## config.mk

```make
export PLATFORM = sky130hd
export DESIGN_NAME = keypad_matrix_scan
export DESIGN_NICKNAME = d
export VERILOG_FILES = /design/src/rtl/keypad_matrix_scan.sv
export SDC_FILE = /design/constraint.sdc
export NUM_CORES = 1
export LEC_CHECK = 0
export ABC_AREA = 1
export CORE_UTILIZATION = 60
export DETAILED_ROUTE_END_ITERATION = 8
export PLACE_DENSITY = 0.84
export SLEW_MARGIN = 20
export SYNTH_ARGS = -nofsm -noshare
export SYNTH_HDL_FRONTEND = slang
export SYNTH_SLANG_ARGS = --single-unit
```

## constraint.sdc

```tcl
create_clock -name key_clk -period 2.57 [get_ports key_clk]
set_input_delay 0.3855 -clock key_clk [delete_from_list [all_inputs] [get_ports key_clk]]
set_output_delay 0.3855 -clock key_clk [all_outputs]
set_load 0.02 [all_outputs]
```

## src/rtl/keypad_matrix_scan.sv

```systemverilog
// keypad_matrix_scan: parametrised keypad matrix scanner with per-key debounce and press encoding
//
// Drives one-hot column strobes, holds each column for SETTLE cycles, samples
// the rows into a raw image, and once per frame debounces every key on its own.
//
// Optional feature: define KEYPAD_REPEAT_EN to add per-key auto-repeat. A held
// key then pulses key_press again every REPEAT_FRAMES frames.
//
// Ports:
//   key_clk    scan clock, rising edge
//   RESET      asynchronous, active-high reset
//   key_row    row sense lines, active-high (bit r = row r)
//   key_col    one-hot column strobe, active-high
//   key_data   debounced level per key, key k = r*COLS + c
//   key_press  one-cycle pulse per key on a debounced press
//   key_valid  one-cycle pulse whenever key_press is nonzero
//   key_code   index of the lowest key_press bit; holds its value otherwise
module keypad_matrix_scan #(
  parameter int COLS = 3,
  parameter int ROWS = 2,
  parameter int SETTLE = 2,
  parameter int DEBOUNCE = 4,
  parameter int REPEAT_FRAMES = 8
) (
  input  logic                                     key_clk,
  input  logic                                     RESET,
  input  logic [ROWS-1:0]                          key_row,
  output logic [COLS-1:0]                          key_col,
  output logic [ROWS*COLS-1:0]                     key_data,
  output logic [ROWS*COLS-1:0]                     key_press,
  output logic                                     key_valid,
  output logic [(ROWS*COLS>1 ? $clog2(ROWS*COLS) : 1)-1:0] key_code
);
  localparam int N = ROWS * COLS;
  localparam int CW = COLS > 1 ? $clog2(COLS) : 1;
  localparam int DW = SETTLE > 1 ? $clog2(SETTLE) : 1;
  localparam int BW = $clog2(DEBOUNCE + 1);
  localparam int KW = N > 1 ? $clog2(N) : 1;

  logic [CW-1:0] c;
  logic [DW-1:0] d;
  logic [N-1:0] raw;
  logic eval;
  logic [N-1:0][BW-1:0] cnt, cnt_nxt;
  logic [N-1:0] data_nxt, press_nxt;
  logic [KW-1:0] code_nxt;
  logic sample, last;

  assign sample = d == DW'(SETTLE - 1);
  assign last = c == CW'(COLS - 1);
  assign key_col = COLS'(1) << c;

  // eval marks the edge right after a frame end, when raw is complete
  always_ff @(posedge key_clk or posedge RESET)
    if (RESET) begin
      c <= '0;
      d <= '0;
      raw <= '0;
      eval <= 1'b0;
    end else begin
      eval <= sample && last;
      d <= sample ? '0 : d + 1'b1;
      if (sample) begin
        c <= last ? '0 : c + 1'b1;
        for (int r = 0; r < ROWS; r++) raw[r*COLS + int'(c)] <= key_row[r];
      end
    end

`ifdef KEYPAD_REPEAT_EN
  localparam int RW = REPEAT_FRAMES > 1 ? $clog2(REPEAT_FRAMES) : 1;
  logic [N-1:0][RW-1:0] rep, rep_nxt;
`endif

  always_comb begin
    data_nxt = key_data;
    cnt_nxt = cnt;
    for (int k = 0; k < N; k++)
      if (eval) begin
        if (raw[k] == key_data[k]) cnt_nxt[k] = '0;
        else if (cnt[k] == BW'(DEBOUNCE - 1)) begin
          data_nxt[k] = ~key_data[k];
          cnt_nxt[k] = '0;
        end else cnt_nxt[k] = cnt[k] + 1'b1;
      end
    press_nxt = data_nxt & ~key_data;
`ifdef KEYPAD_REPEAT_EN
    rep_nxt = rep;
    // repeat counts only evaluations where the key was already down and stays down
    for (int k = 0; k < N; k++)
      if (eval) begin
        if (!(key_data[k] && data_nxt[k])) rep_nxt[k] = '0;
        else if (rep[k] == RW'(REPEAT_FRAMES - 1)) begin
          rep_nxt[k] = '0;
          press_nxt[k] = 1'b1;
        end else rep_nxt[k] = rep[k] + 1'b1;
      end
`endif
    code_nxt = key_code;
    for (int k = N - 1; k >= 0; k--) if (press_nxt[k]) code_nxt = KW'(k);
  end

  always_ff @(posedge key_clk or posedge RESET)
    if (RESET) begin
      cnt <= '0;
      key_data <= '0;
      key_press <= '0;
      key_valid <= 1'b0;
      key_code <= '0;
    end else begin
      cnt <= cnt_nxt;
      key_data <= data_nxt;
      key_press <= press_nxt;
      key_valid <= |press_nxt;
      key_code <= code_nxt;
    end

`ifdef KEYPAD_REPEAT_EN
  always_ff @(posedge key_clk or posedge RESET)
    if (RESET) rep <= '0;
    else rep <= rep_nxt;
`endif
endmodule

```

==> metrics <==
delay of the slowest cell on the worst path=roughly 0.63 ns; count of cell types in the netlist=28; 1st-pass router iterations=4; antenna violations before repair=0; net load switching power=0.000448 W; post-synthesis sequential element count=44; TritonCTS clock tree=built; Required @ worst endpoint=roughly 2.2 ns; area overhead of the layout relative to synthesis=13.2%; sinks on the clock net=44; total clock buffers created by CTS=5; count of hold buffers inserted by post-cts repair=0; count of routing violations after the opening detailed-route iteration=36; chain of cells forming the critical path=inv_1, ha_1, clkdlybuf4s50_1; HP Class=input pin to async pin; DRC=0; sequential cell area fraction in the yosys report=0.506; clock root buffer=clkbuf_4; pwr dens=approximately 600 mW/mm^2; f_max=0.439 GHz; nets=between 200 and 300; RSZ-0062 raised after global routing=no; die area=0.00387 sq mm; via count=1559; Port Buffers=22; per-cell routed wire length=12.1 um; max-cap violations=0; total non-filler cell area in the finished layout=~0.0025 sq mm; combinational fraction of design power=0.237; fraction of the cycle the final worst path needs=0.886; Synth Area per Inst=between 9 and 10 sq um; syn_nets=252; warnings from Yosys=0; cell family with the largest share of critical-path delay=buffers and inverters; GR Util All Layers=0.225; number of primary I/O pins=23; DP Wirelength=2800 um; # rows=21; CP Data Arrival Time=1.89 ns; total gr overflow=0; worst slew margin relative to its limit=0.433; CTS clock-pin slew for the worst setup and hold paths=0.10 ns; category of the critical setup timing path=register to primary output; wire length reported by the detailed router=3700 um; initial core utilization=0.637; Critical path origin=c[0]; most common cell after layout, fill and taps aside=nand2_1; layout cell share with drive strength beyond 1=0.100; maximum fanout along the worst path=6; via count normalized by instance count=5.11; area of the core region=0.00342 sq mm; maximum number of pins on one net before global-route repair=45; launching element type of the critical path=register; vias in the first global route=1535; worst slew pin tran=0.850 ns; number of nets with antenna violations after detailed routing=0; source of the worst register-to-register timing path=eval; minimum clock period=around 2.3 ns; peak supply drop=approximately 0.00052 V; instance area at placement=0.00242 sq mm; die boundary height=slightly above 60 um; floorplan die width=62.2 um; worst path bufs/invs=2; Setup Total Neg Slack=0 ns; power consumption=0.00147 W; endpoint kind of the worst setup timing path=primary output; cell area after synthesis=0.00217 sq mm; result of the run=complete, no violations; first-pass GRT wire length=6640 um; maximum clock insertion buffer count=2; last weighted congestion value of the routability-driven placer=0.817; Finished Core Util=0.721; slowest stage cell on the critical path=clkdlybuf4s50_1; cell leakage power=1.21 nW; clock share of power=0.190; number of hold violations in the final report=0; Clk Latency, worst-skew pair=0.34 ns; sequential fraction of design power=0.572; Post CTS Setup Buffer Count=0; number of pins exceeding their max-slew limit in the final report=0; Final Skew=0.00367 ns; CTS H-Tree Depth=2; Sw Ratio=0.304; Int Pwr=roughly 0.001 W; total of cells resized after clock tree synthesis=0; most frequent cells in the layout=nand2_1, dfrtp_1, inv_1; Antenna diodes=0; Finish-stage setup viols=0; Mapped Cells=235
cell usage after synthesis, drive strengths merged:
cell	number	area [sq um]
inv	40	150
a22oi	1	7.51
a21boi	1	7.51
o2111ai	3	26.3
o221ai	1	8.76
nand2	52	195
ha	13	163
o211ai	2	15.0
nor3	1	5.00
nand3	16	138
o22ai	2	12.5
nor2	23	131
buf	5	42.5
a31oi	1	6.26
o21ai	19	95.1
dfrtp	44	1100
mux2	1	11.3
or2	1	6.26
xor2	2	17.5
a21oi	7	35.0
routing by layer:
layer,global-route usage,up-vias,wire length [um]
met5,0,-,0
met4,0.0843,0,63
met2,0.380,30,1820
met3,0.0680,8,120
li1,-,795,-
met1,0.271,726,1700
flip-flops by register name, indices dropped and copies added (netlist names):
| name | count |
|---|---|
| c | 2 |
| cnt | 18 |
| d | 1 |
| eval | 1 |
| key_code | 3 |
| key_data | 6 |
| key_press | 6 |
| key_valid | 1 |
| raw | 6 |
final timing paths:
kind	to	slack (ns)	depth (start not counted)
setup / recovery	key_col[0]	0.29	3
hold / removal	key_press[5]	0.48	3
setup reg to reg	key_code[0]	0.84	8
hold reg to reg	cnt[13]	0.50	2
max in group asynchronous	c[1]	1.74	3
min in group key_clk	cnt[13]	0.50	2
cell families (layout without fill, tap and decap cells):
group / Yosys count / after routing / synth area share
simple gates: 93 / 93 / 0.219
buf+inv: 45 / 69 / 0.0886
mux: 1 / 1 / 0.00518
fa+ha+maj: 13 / 13 / 0.0748
flops: 44 / 44 / 0.506
compound gates: 37 / 37 / 0.0984
xor+xnor: 2 / 2 / 0.00806
power by group through the flow:
stage	Clock [W]	Combinational [W]	Sequential, W
after floorplan	0	0.000168	0.000899
after global placement	0	0.000339	0.000853
after detailed placement	0	0.000352	0.000857
after CTS	0.000291	0.000354	0.000844
after global routing	0.000333	0.000392	0.000857
final	0.000280	0.000350	0.000843
tightest hold or removal path, stage by stage:
cell and delay (ns):
clkdlybuf4s50_1 0.40, inv_1 0.05, buf_4 0.45
through the flow:
| step | cells | hold WS [ns] | setup WS, ns |
|---|---|---|---|
| final | 305 | 0.475 | 0.292 |
| after CTS | 305 | 0.483 | 0.283 |
| after global placement | 300 | 0.468 | 0.727 |
| after detailed placement | 300 | 0.478 | 0.689 |
| after global routing | 305 | 0.503 | 0.190 |
| after floorplan | 235 | 0.453 | 1.15 |
layout make-up:
type | count | area [sq um]
inverters | 40 | 150
fillers | 252 | 953
repair buffers | 24 | 235
well taps | 46 | 57.6
flip-flops and latches | 44 | 1100
clock buffers | 5 | 37.5
multi-input cells | 146 | 881
(Power assumes the default switching activity.)
